===== src/rtl/filter_pkg.sv =====
// filter_pkg: sample width and channel encoding shared between the I2S receiver and the filter state machine.
package filter_pkg;

    localparam int SAMPLE_W = 16;

    typedef enum logic {
        LEFT  = 1'b0,
        RIGHT = 1'b1
    } chan_e;

endpackage


===== src/rtl/async_edge_sync.sv =====
// async_edge_sync: multi-flop synchroniser for an asynchronous level, plus a one-cycle rising-edge pulse.
module async_edge_sync #(
    parameter int SYNC_STAGES = 2
) (
    input  logic clk_i,
    input  logic rst_i,
    input  logic d_i,
    output logic q_o,
    output logic rise_o
);

    logic [SYNC_STAGES-1:0] sync_q;
    logic                   prev_q;

    always_ff @(posedge clk_i) begin
        if (rst_i) begin
            sync_q <= '0;
            prev_q <= 1'b0;
        end else begin
            sync_q <= {sync_q[SYNC_STAGES-2:0], d_i};
            prev_q <= sync_q[SYNC_STAGES-1];
        end
    end

    assign q_o    = sync_q[SYNC_STAGES-1];
    assign rise_o = q_o & ~prev_q;

endmodule


===== src/rtl/i2s_sample_rx.sv =====
// i2s_sample_rx: oversampling I2S receiver delivering left-justified signed samples with a valid strobe.
module i2s_sample_rx
    import filter_pkg::*;
#(
    parameter int DATA_W      = SAMPLE_W,
    parameter int SYNC_STAGES = 2
) (
    input  logic                     clk_i,
    input  logic                     rst_i,
    input  logic                     en_i,
    input  logic                     bclk_i,
    input  logic                     ws_i,
    input  logic                     sd_i,
    output logic signed [DATA_W-1:0] sample_o,
    output logic                     chan_o,
    output logic                     valid_o,
    output logic                     err_o
);

    localparam int            CW   = $clog2(DATA_W + 1);
    localparam logic [CW-1:0] FULL = CW'(DATA_W);

    logic bclk_rise, ws_s, sd_s, unused_bclk_s, unused_ws_rise, unused_sd_rise;

    async_edge_sync #(.SYNC_STAGES(SYNC_STAGES)) u_bclk (
        .clk_i(clk_i), .rst_i(rst_i), .d_i(bclk_i), .q_o(unused_bclk_s), .rise_o(bclk_rise)
    );
    async_edge_sync #(.SYNC_STAGES(SYNC_STAGES)) u_ws (
        .clk_i(clk_i), .rst_i(rst_i), .d_i(ws_i), .q_o(ws_s), .rise_o(unused_ws_rise)
    );
    async_edge_sync #(.SYNC_STAGES(SYNC_STAGES)) u_sd (
        .clk_i(clk_i), .rst_i(rst_i), .d_i(sd_i), .q_o(sd_s), .rise_o(unused_sd_rise)
    );

    logic [CW-1:0]     cnt_q, cnt_d;
    logic [DATA_W-1:0] shift_q, shift_d, sample_q, sample_d;
    logic              armed_q, armed_d, ws_prev_q, ws_prev_d, done_q, done_d;
    logic              valid_q, valid_d, err_q, err_d;
    chan_e             word_ch_q, word_ch_d, chan_q, chan_d;

    // A boundary edge only flags done; the word is emitted on the following cycle.
    always_comb begin
        cnt_d     = cnt_q;
        shift_d   = shift_q;
        armed_d   = armed_q;
        ws_prev_d = ws_prev_q;
        word_ch_d = word_ch_q;
        sample_d  = sample_q;
        chan_d    = chan_q;
        done_d    = 1'b0;
        valid_d   = 1'b0;
        err_d     = 1'b0;
        if (done_q) begin
            if (armed_q) begin
                sample_d = shift_q << (FULL - cnt_q);
                chan_d   = word_ch_q;
                valid_d  = 1'b1;
                err_d    = cnt_q < FULL;
            end
            cnt_d   = '0;
            shift_d = '0;
            armed_d = 1'b1;
        end else if (bclk_rise) begin
            if (cnt_q < FULL) begin
                shift_d = {shift_q[DATA_W-2:0], sd_s};
                cnt_d   = cnt_q + 1'b1;
            end
            if (ws_s != ws_prev_q) begin
                done_d    = 1'b1;
                word_ch_d = chan_e'(ws_prev_q);
                ws_prev_d = ws_s;
            end
        end
    end

    always_ff @(posedge clk_i) begin
        if (rst_i || !en_i) begin
            cnt_q     <= '0;
            shift_q   <= '0;
            armed_q   <= 1'b0;
            ws_prev_q <= 1'b0;
            word_ch_q <= LEFT;
            done_q    <= 1'b0;
            sample_q  <= '0;
            chan_q    <= LEFT;
            valid_q   <= 1'b0;
            err_q     <= 1'b0;
        end else begin
            cnt_q     <= cnt_d;
            shift_q   <= shift_d;
            armed_q   <= armed_d;
            ws_prev_q <= ws_prev_d;
            word_ch_q <= word_ch_d;
            done_q    <= done_d;
            sample_q  <= sample_d;
            chan_q    <= chan_d;
            valid_q   <= valid_d;
            err_q     <= err_d;
        end
    end

    assign sample_o = sample_q;
    assign chan_o   = chan_q;
    assign valid_o  = valid_q;
    assign err_o    = err_q;

endmodule


===== config.mk =====
export PLATFORM = sky130hd
export DESIGN_NAME = i2s_sample_rx
export DESIGN_NICKNAME = d
export VERILOG_FILES = /design/src/rtl/filter_pkg.sv /design/src/rtl/async_edge_sync.sv /design/src/rtl/i2s_sample_rx.sv
export SDC_FILE = /design/constraint.sdc
export NUM_CORES = 1
export LEC_CHECK = 0
export ABC_CLOCK_PERIOD_IN_PS = 3400
export BUFFER_PORTS_ARGS = -buffer_cell sky130_fd_sc_hd__buf_2
export CAP_MARGIN = 10
export CORE_MARGIN = 2
export CORE_UTILIZATION = 44
export DETAILED_ROUTE_END_ITERATION = 8
export GPL_TIMING_DRIVEN = 0
export SLEW_MARGIN = 20
export SYNTH_ARGS = -nofsm -noshare
export SYNTH_HDL_FRONTEND = slang
export SYNTH_HIERARCHICAL = 1
export SYNTH_SLANG_ARGS = --single-unit

===== constraint.sdc =====
create_clock -name clk_i -period 3.4 [get_ports clk_i]
set_input_delay 0.34 -clock clk_i [delete_from_list [all_inputs] [get_ports clk_i]]
set_output_delay 0.34 -clock clk_i [all_outputs]
set_load 0.01 [all_outputs]

# After elaboration in Yosys (flattened, before gate mapping)
# Cells that the tools add are included.
# totals
elab_cells,35
regBits,51
# classes
addsub,2
bitwise_logic,5
n_eq_ne,1
shifts,1
mux,2
reduce_logical,9
magnitude_cmp,1
# op_table
cell,n
$shl A16 B5 Y16,1
$reduce_or A3 Y1,2
$add A5 B1 Y5 const B,1
$lt A5 B5 Y1 const B,1
$sub A5 B5 Y5 const A,1
$not A1 Y1,4
$reduce_and A2 Y1,2
$reduce_or A2 Y1,2
$reduce_and A3 Y1,1
$mux W1,2
$and A1 B1 Y1,1
$logic_not A1 Y1,1
$logic_or A1 B1 Y1,1
$ne A1 B1 Y1,1

# Logic depth before layout (Yosys ltp)
# Gate-level depths: netlist of the first run.
# depth
ltp_word,4
ltp_mapped,10
mapped_depth_nobuf,9

# By module
# The synthesis of the first run kept the hierarchy.
# by_module_without_submodules
module,instances,cells_per_inst,area_each_um2,seq_area_each_um2
i2s_sample_rx,1,278,2358.5,880.8
async_edge_sync,3,7,87.6,60.1

# Least setup slack after synthesis of the first run
# OpenSTA, ideal clock, no wires.
# synth_timing
path_kind,register to register
start,register cnt_q[0]
end,"register sample_q[12], in the netlist sample_o[12]"
required_ns,3.281
stages_incl_launch_ff,9
t_arrival_ns,2.206
setup_ns,0.119
setup_slack_ns,1.074
path_buffers,2
path_cell_list,dfxtp_1 inv_1 ha_1 buf_6 buf_6 mux2_4 mux4_2 a32oi_1 nand2_1
# synth_between
elab_chain_cells,2
# synth_rtl
item,line,rtl
"start, declared",i2s_sample_rx.sv:35,"logic [CW-1:0] cnt_q, cnt_d;"
"start signal, assigned",i2s_sample_rx.sv:89,cnt_q <= cnt_d;
$sub A5 B5 Y5,i2s_sample_rx.sv:55,sample_d = shift_q << (FULL - cnt_q);
$shl A16 B5 Y16,i2s_sample_rx.sv:55,
"end signal, assigned",i2s_sample_rx.sv:95,sample_q <= sample_d;
"end, declared",i2s_sample_rx.sv:36,"logic [DATA_W-1:0] shift_q, shift_d, sample_q, sample_d;"
# No other way between the ends.
# A chain may end at the register's enable or synchronous reset.

# Worst setup path in the final report of the first run
# layout_timing
start,register cnt_q[0]
end,"register sample_q[13], in the netlist sample_o[13]"
# Same word-level chain as after synthesis.

==> results of run 1 <==
-- worst max-delay path: stages, from the launching register on --
cell	delay, ps
dfxtp_1	510
inv_1	250
ha_1	340
nor3b_1	170
ha_1	380
nor3_1	610
o31ai_1	160
a31oi_1	200
a22o_1	140
-- report_power, final --
part / leakage [nW] / total (mW) / internal (mW) / switching, mW
Sequential: 0.412 / 0.603 / 0.601 / 0.00218
Combinational: 0.607 / 0.0529 / 0.0195 / 0.0334
Clock: 0.0513 / 0.412 / 0.216 / 0.196
Total: 1.07 / 1.07 / 0.836 / 0.231
-- through the flow --
stage | cells | util | power, mW
after detailed placement | 389 | 0.498 | 0.670
after CTS | 396 | 0.517 | 1.08
after floorplan | 293 | - | 0.655
after global placement | 389 | 0.498 | 0.670
final | 396 | 0.517 | 1.07
after global routing | 396 | 0.517 | 1.11
-- registers in the layout, summed over array words and instances (netlist names) --
register	flops
u_bclk/sync_q	2
done_q	1
word_ch_q	1
valid_o	1
ws_prev_q	1
shift_q	16
sample_o	16
chan_o	1
u_ws/sync_q	2
armed_q	1
u_bclk/prev_q	1
u_sd/sync_q	2
err_o	1
cnt_q	5
-- routing by layer --
| metal | up-vias | track usage |
|---|---|---|
| met1 | 977 | 0.256 |
| li1 | 1085 | - |
| met3 | 10 | 0.0371 |
| met4 | 0 | 0.0678 |
| met2 | 37 | 0.309 |
| met5 | - | 0 |
-- worst min-delay path by stage --
stage | slack (ps) | end | depth (start not counted)
3_5_place_dp | 430 | u_ws/sync_q[1] | 1
2_1_floorplan | 410 | u_bclk/prev_q | 1
3_3_place_gp | 420 | u_ws/sync_q[1] | 1
5_1_grt | 230 | u_ws/sync_q[0] | 2
6_report | 240 | u_ws/sync_q[0] | 2
4_1_cts | 220 | u_bclk/sync_q[0] | 2
-- final cells by class --
type                       instances  area [µm²]  area share
clock inverter                     1        30.0      0.0105
buffer                            17         100      0.0349
multi-input combinational        219        1410       0.491
tap                               72        90.1      0.0315
inverter                           6        22.5     0.00786
timing repair buffer              24         120      0.0419
clock buffer                       6        72.6      0.0253
sequential                        51        1020       0.356
==> out/qor.csv, run 1 <==
metric,value,unit
outcome,finished clean,
Initial Util,0.460,
Post-Syn Area per Cell,8.71,µm²
vias in the first global route,1993,
GRT Total Usage,0.192,
CP required,3660,ps
largest net degree at the start of global routing,15,
metal3 WL,193,µm
DRC errors left,0,
"Period Utilization, post-route",0.826,
Sum Neg Setup Slack,0,ps
Worst Hold Slack,235,ps
area delta synth->final,12.3,%
Routed wire per std cell,14.1,µm
Tmin final,2810,ps
"most common cell after layout, fill and taps aside",nand2_1,
DRT iter0 DRCs,109,
Least-Margin Pin Slew,679,ps
Crit. End Element,flop,
IO Port Bufs,24,
vias per cell,5.33,
Max clock buf depth,2,
"commonest non-fill, non-tap cells in the layout","nand2_1, dfxtp_1, buf_2",
"Design Area, Final",2860,µm²
IO Count,25,
max layer used,met4,
Final setup viols,0,
CP Data Arrival Time,3070,ps
H-Tree Depth,2,
clock latency on the worst-skew pair,310,ps
start of the worst register-to-register path,cnt_q[0],
Post-DRT Antenna Nets,0,
gpl congestion,0.811,
# fillers,576,
GRT overflow,0,
"Slew Viols, Final",0,
R2R cell count,8,
cell count after synthesis,293,
Root Buffer,clkbuf_8,
"Cell Area, Synth",2550,µm²
routed wire length,5580,µm
FF-to-FF setup slack,590,ps
crit path kind,flop to flop,
hold path start,ws_i,
CP Capture Point,sample_o[13],
Clock transition at path regs,90,ps
setup ws final,591,ps
Vias,2109,
dpl hpwl,4180,µm
clock tree from TritonCTS,done,
"Hold Vio Cnt, Final",0,
RSZ-0062 raised after global routing,no,
Core Footprint,5540,µm²
die width,80.1,µm
yosys warns,6,
maxcap violations,0,
syn nets,302,
antenna violations before repair,0,
die height,80.1,µm
VDD IR max,0.181,mV
LEAKAGE,1.07,nW
num rows,27,
WL met2,2530,µm
first-pass GRT wire length,9650,µm
share of layout cells above drive strength 1,0.191,
worst relative slew slack,0.544,
PD cells,373,nW/µm²
hold_buf cts,0,
DIE AREA,6420,µm²
clock skew,6.46,ps
RR Endpoint,sample_o[13],
CTS buffer count,5,
Worst Path Max Fanout,10,
crit start category,flop,
Setup WS pre-CTS,614,ps
clk sink count,51,
HP Class,primary input to flop,
DR pass1 iterations,4,
antenna cell count,0,
wl on met1,2740,µm
highest clock rate,356,MHz
Area after DPL,2760,µm²
Final nets,333,
Critical Path Source,cnt_q[0],
Resized Gates After CTS,0,
Post-CTS Setup Repair Bufs,0,
No activity file was read; power rests on OpenSTA's default activity.
==> run 2: changes to the inputs <==
--- a/config.mk
+++ b/config.mk
@@ -5,7 +5,7 @@
 export SDC_FILE = /design/constraint.sdc
 export NUM_CORES = 1
 export LEC_CHECK = 0
-export ABC_CLOCK_PERIOD_IN_PS = 3400
+export ABC_CLOCK_PERIOD_IN_PS = 2500
 export BUFFER_PORTS_ARGS = -buffer_cell sky130_fd_sc_hd__buf_2
 export CAP_MARGIN = 10
 export CORE_MARGIN = 2
==> constraint.sdc (replaced) <==
create_clock -name clk_i -period 2.5 [get_ports clk_i]
set_input_delay 0.25 -clock clk_i [delete_from_list [all_inputs] [get_ports clk_i]]
set_output_delay 0.25 -clock clk_i [all_outputs]
set_load 0.01 [all_outputs]
==> run 2 against run 1 <==
Global-route usage unchanged. Sequential power up 36%. Die area unchanged. Combinational power up 39%. Highest routed layer unchanged. Core utilization up 0.59 points. Sequential cell count unchanged. Total power up 36%. Final area up 1.1%.
==> out/qor.csv, run 2 (synthesis results as in run 1) <==
metric,value,unit,change
share of layout cells above drive strength 1,0.212,,+0.0209
IO Port Bufs,24,,unchanged
antenna violations before repair,0,,unchanged
dpl hpwl,4180,µm,unchanged
PD cells,502,nW/µm²,+35%
critical path cell sequence,clkinvlp_4 -> ha_1 -> nor3b_1 -> ha_1 -> nor3_2 -> o31ai_1 -> a31oi_1 -> a22o_1,,
most frequent CP cell,ha_1,,
Worst Hold Slack,146,ps,-89.4 ps
Tmin final,2330,ps,-483 ps
Routed wire per std cell,14.2,µm,+0.55%
DRT iter0 DRCs,90,,-17%
FF-to-FF setup slack,170,ps,-420 ps
clock latency on the worst-skew pair,300,ps,about the same
"Design Area, Final",2900,µm²,+1.1%
gpl congestion,0.811,,unchanged
antenna cell count,0,,unchanged
Root Buffer,clkbuf_8,,
Final nets,334,,+0.30%
clock tree from TritonCTS,done,,
highest clock rate,430,MHz,+21%
crit path kind,flop to flop,,
outcome,finished clean,,
crit start category,flop,,
"Hold Vio Cnt, Final",0,,unchanged
CP Data Arrival Time,2580,ps,-490 ps
Setup WS pre-CTS,-286,ps,-900 ps
R2R cell count,8,,unchanged
clock skew,5.63,ps,-0.827 ps
CP required,2760,ps,-900 ps
largest net degree at the start of global routing,15,,unchanged
Final setup viols,0,,unchanged
GRT Total Usage,0.192,,unchanged
Worst path top cell family by delay,adder cells,,
"most common cell after layout, fill and taps aside",nand2_1,,
"Slowest-stage cell, CP",dfxtp_2,,
DIE AREA,6420,µm²,unchanged
HP Class,primary input to flop,,
worst relative slew slack,0.623,,+0.0792
die width,80.1,µm,unchanged
area delta synth->final,13.5,%,
worst path bufs/invs,1,,unchanged
Post-DRT Antenna Nets,0,,unchanged
first-pass GRT wire length,9650,µm,unchanged
"commonest non-fill, non-tap cells in the layout","nand2_1, dfxtp_1, buf_2",,
GRT overflow,0,,unchanged
Initial Util,0.460,,unchanged
"Slew Viols, Final",0,,unchanged
Vias,2116,,+0.33%
Hold Path Depth,2,,unchanged
vias per cell,5.33,,about the same
H-Tree Depth,2,,unchanged
Worst Path Max Fanout,6,,-4
CTS buffer count,5,,unchanged
DRC errors left,0,,unchanged
num rows,27,,unchanged
# fillers,570,,-1.0%
Crit path depth,8,,unchanged
maxcap violations,0,,unchanged
die height,80.1,µm,unchanged
Clock transition at path regs,90,ps,about the same
LEAKAGE,1.08,nW,+0.55%
VDD IR max,0.244,mV,+35%
setup ws final,174,ps,-417 ps
Area after DPL,2760,µm²,unchanged
DR pass1 iterations,4,,unchanged
Core Footprint,5540,µm²,unchanged
IO Count,25,,unchanged
Max clock buf depth,2,,unchanged
clk sink count,51,,unchanged
Max stage delay on crit path,450,ps,-160 ps
"Period Utilization, post-route",0.931,,+0.104
Least-Margin Pin Slew,564,ps,-115 ps
vias in the first global route,1983,,-0.50%
routed wire length,5620,µm,+0.81%
Crit. End Element,flop,,
==> run 2: cell count changes in the layout (fill, tap and decap cells not counted), sizes merged <==
cell / previous run / this run
clkbuf: 10 / 11
inv: 6 / 5
clkinvlp: 0 / 1
==> run 2: worst paths after layout <==
path	to	from
worst max-delay path	sample_o[13]	cnt_q[0]
worst min-delay path	u_ws/sync_q[0]	ws_i
worst max register to register	sample_o[13]	cnt_q[0]
worst min register to register	shift_q[0]	u_sd/sync_q[1]
==> run 2: power breakdown <==
group          internal, mW  switching, mW
registers             0.817        0.00320
clock network         0.294          0.268
logic                0.0275         0.0461
==> run 2: final cells by class <==
type / count / area, µm² / area share
inverter: 6 / 26.3 / 0.00907
buffer: 17 / 103 / 0.0354
multi-input combinational: 219 / 1420 / 0.492
sequential: 51 / 1020 / 0.353
clock inverter: 1 / 30.0 / 0.0104
clock buffer: 6 / 72.6 / 0.0251
tap: 72 / 90.1 / 0.0311
timing repair buffer: 25 / 128 / 0.0441
==> run 2: per-layer routing <==
metal | GRT usage | vias to the layer above | wire length [µm]
met4 | 0.0610 | 0 | 83
met5 | 0 | - | 0
met2 | 0.313 | 35 | 2590
li1 | - | 1089 | -
met3 | 0.0371 | 8 | 164
met1 | 0.255 | 984 | 2780
==> run 2: per-stage QoR <==
stage	std cells	utilization	setup TNS (ps)	total power [mW]
after global routing	397	0.523	-6.73	1.52
after CTS	396	0.518	0	1.47
final	397	0.523	0	1.46
after global placement	389	0.498	-577	0.911
after detailed placement	389	0.498	-629	0.912
after floorplan	293	-	0	0.891
==> run 2: repair_timing <==
action / 4_1_cts / 5_1_grt
buffers inserted: 0 / 1
resized for setup: 2 / 5
hold buffers: 0 / 0
setup endpoints to repair: 8 / 8
==> run 3: changes to the inputs <==
--- a/config.mk
+++ b/config.mk
@@ -9,11 +9,11 @@
 export BUFFER_PORTS_ARGS = -buffer_cell sky130_fd_sc_hd__buf_2
 export CAP_MARGIN = 10
 export CORE_MARGIN = 2
-export CORE_UTILIZATION = 44
+export CORE_UTILIZATION = 50
 export DETAILED_ROUTE_END_ITERATION = 8
 export GPL_TIMING_DRIVEN = 0
+export PLACE_DENSITY = 0.72
 export SLEW_MARGIN = 20
 export SYNTH_ARGS = -nofsm -noshare
 export SYNTH_HDL_FRONTEND = slang
-export SYNTH_HIERARCHICAL = 1
 export SYNTH_SLANG_ARGS = --single-unit
==> run 3 against run 2 <==
Final cell count decreased by 13%. Sequential power about the same. Sequential cell count unchanged. Non-clock buffer count decreased by 2. Clock skew about the same. Total power decreased by 4.0%. Sequential share of layout area increased by 0.064 points. Fmax decreased by 2.1%.
==> out/qor.csv, run 3 <==
metric,value,unit,change
Post-Syn Area per Cell,10.4,µm²,+19%
setup ws final,124,ps,-49.4 ps
# fillers,439,,-23%
worst relative slew slack,0.582,,-0.0405
Vias,1914,,-9.5%
GRT overflow,0,,unchanged
"Cell Area, Synth",2550,µm²,about the same
IO Port Bufs,24,,unchanged
Tmin final,2380,ps,+49.4 ps
Initial Util,0.529,,+0.0686
antenna violations before repair,0,,unchanged
start of the worst register-to-register path,cnt_q[0],,
DRT iter0 DRCs,122,,+36%
area delta synth->final,13.3,%,
PD cells,484,nW/µm²,-3.7%
Final nets,285,,-15%
DR pass1 iterations,4,,unchanged
Clock transition at path regs,100,ps,about the same
syn nets,254,,-16%
IO Count,25,,unchanged
Final Core Density,0.599,,+0.0767
RSZ-0062 raised after global routing,no,,
CP Data Arrival Time,2620,ps,+40 ps
VDD IR max,0.386,mV,+58%
Post-synth ARST share,0,,
Setup WS pre-CTS,-373,ps,-87.4 ps
Yosys top cell by area,dfxtp_1,,
"most common cell after layout, fill and taps aside",dfxtp_1,,
vias in the first global route,1828,,-7.8%
Post-synth top cells,"dfxtp_1, nor2_1, mux2i_1",,
DRC errors left,0,,unchanged
"Hold Vio Cnt, Final",0,,unchanged
hold path start,bclk_i,,
cell count after synthesis,245,,-16%
"Period Utilization, post-route",0.950,,+0.0198
share of layout cells above drive strength 1,0.296,,+0.0837
"commonest non-fill, non-tap cells in the layout","dfxtp_1, nor2_1, buf_2",,
Max stage delay on crit path,530,ps,+80 ps
highest clock rate,421,MHz,-2.1%
"Slew Viols, Final",0,,unchanged
routed wire length,5380,µm,-4.2%
clock latency on the worst-skew pair,310,ps,about the same
Core Footprint,4820,µm²,-13%
CP required,2750,ps,about the same
Routed wire per std cell,15.6,µm,+11%
clk sink count,51,,unchanged
antenna cell count,0,,unchanged
Unique masters post-synth,40,,
dpl hpwl,3970,µm,-5.0%
largest cells by area after synthesis,"dfxtp_1, mux4_2, mux2i_1",,
yosys warns,0,,-6
Max clock buf depth,2,,unchanged
Least-Margin Pin Slew,625,ps,+61.3 ps
H-Tree Depth,2,,unchanged
maxcap violations,0,,unchanged
die height,75.4,µm,-5.9%
largest net degree at the start of global routing,17,,+2
Worst Path Max Fanout,16,,+10
clock skew,5.82,ps,+0.189 ps
#FFs+latches synth,51,,
crit start category,flop,,
outcome,finished clean,,
LEAKAGE,1.05,nW,-2.0%
critical path cell sequence,buf_8 -> clkinvlp_4 -> ha_1 -> buf_4 -> buf_4 -> nor3b_1 -> mux2_2 -> a22oi_1 -> nor2_1,,
"EDFF count, synth",0,,
Root Buffer,clkbuf_8,,
Crit. End Element,flop,,
clock tree from TritonCTS,done,,
crit path kind,flop to flop,,
"Primary FF master, synth",dfxtp_1,,
vias per cell,5.56,,+4.4%
HP Class,primary input to flop,,
DIE AREA,5680,µm²,-12%
die width,75.4,µm,-5.9%
most frequent CP cell,buf_4,,
CTS buffer count,5,,unchanged
gpl congestion,0.923,,+14%
most common cell in the netlist,dfxtp_1,,
num rows,25,,-7.4%
first-pass GRT wire length,8600,µm,-11%
post-synth top area share,0.401,,
Critical Path Source,cnt_q[0],,
Final setup viols,0,,unchanged
Post-DRT Antenna Nets,0,,unchanged
sequential cell area fraction in the yosys report,0.401,,
"Slowest-stage cell, CP",nor3b_1,,
GRT Total Usage,0.203,,+0.0111
-- run 3: what timing repair did --
| item | 4_1_cts | 5_1_grt |
|---|---|---|
| setup endpoints to repair | 13 | 10 |
| hold buffers | 0 | 0 |
| gates resized for setup | 9 | 2 |
| buffers inserted | 0 | 1 |
| cloned | 0 | 0 |
-- run 3: logic make-up after synthesis --
logic type	share of synthesized area
adders and majority gates	0.0147
xor gates and xnor gates	0.0206
AOI/OAI and AO/OA	0.106
buffers and inverters	0.0452
DFF	0.401
and+or+nand+nor	0.149
muxes	0.264
-- run 3: path summary, 6_finish.rpt --
check / slack (ps) / cells after the start / to
worst max-delay path: 120 / 9 / sample_o[4]
worst min-delay path: 140 / 2 / u_bclk.sync_q[0]
worst max register to register: 120 / 9 / sample_o[4]
worst min register to register: 440 / 2 / sample_o[10]
-- run 3: through the flow --
stage / instances / total power, mW / setup TNS (ps) / hold slack [ps] / cell area (µm²)
CTS: 344 / 1.41 / 0 / 147 / 2880
finish: 344 / 1.40 / 0 / 145 / 2890
global route: 344 / 1.45 / 0 / 137 / 2890
floorplan: 245 / 0.890 / 0 / 322 / 2550
global placement: 336 / 0.906 / -2100 / 419 / 2750
detailed placement: 336 / 0.907 / -2760 / 430 / 2750
-- run 3: layout make-up --
| class | instances | area (µm²) | area share |
|---|---|---|---|
| Buffer | 15 | 110 | 0.0381 |
| Clock buffer | 6 | 82.6 | 0.0286 |
| Tap cell | 67 | 83.8 | 0.0290 |
| Inverter | 4 | 18.8 | 0.00650 |
| Clock inverter | 2 | 16.3 | 0.00563 |
| Timing Repair Buffer | 25 | 128 | 0.0442 |
| Multi-Input combinational cell | 174 | 1430 | 0.494 |
| Sequential cell | 51 | 1020 | 0.354 |
-- run 3: worst max-delay path, delay by kind of cell, from the launching register on --
kind | cells | cell delay [ps]
adder cells (fa/ha/maj) | 1 | 290
flip-flops | 1 | 370
multiplexers | 1 | 290
buffers and inverters | 4 | 640
AND/OR/NAND/NOR | 2 | 630
AO/OA/AOI/OAI | 1 | 70
-- run 3: power breakdown --
part           switching [mW]  internal [mW]  total (mW)
clock network           0.280          0.226       0.506
logic                  0.0407         0.0303      0.0710
registers             0.00266          0.817       0.820
-- run 3: layer usage --
layer,vias to the layer above,GRT usage,routed length [µm]
met5,-,0,0
met1,919,0.263,2530
met3,9,0.0675,202
met2,34,0.319,2560
li1,952,-,-
met4,0,0.0721,86
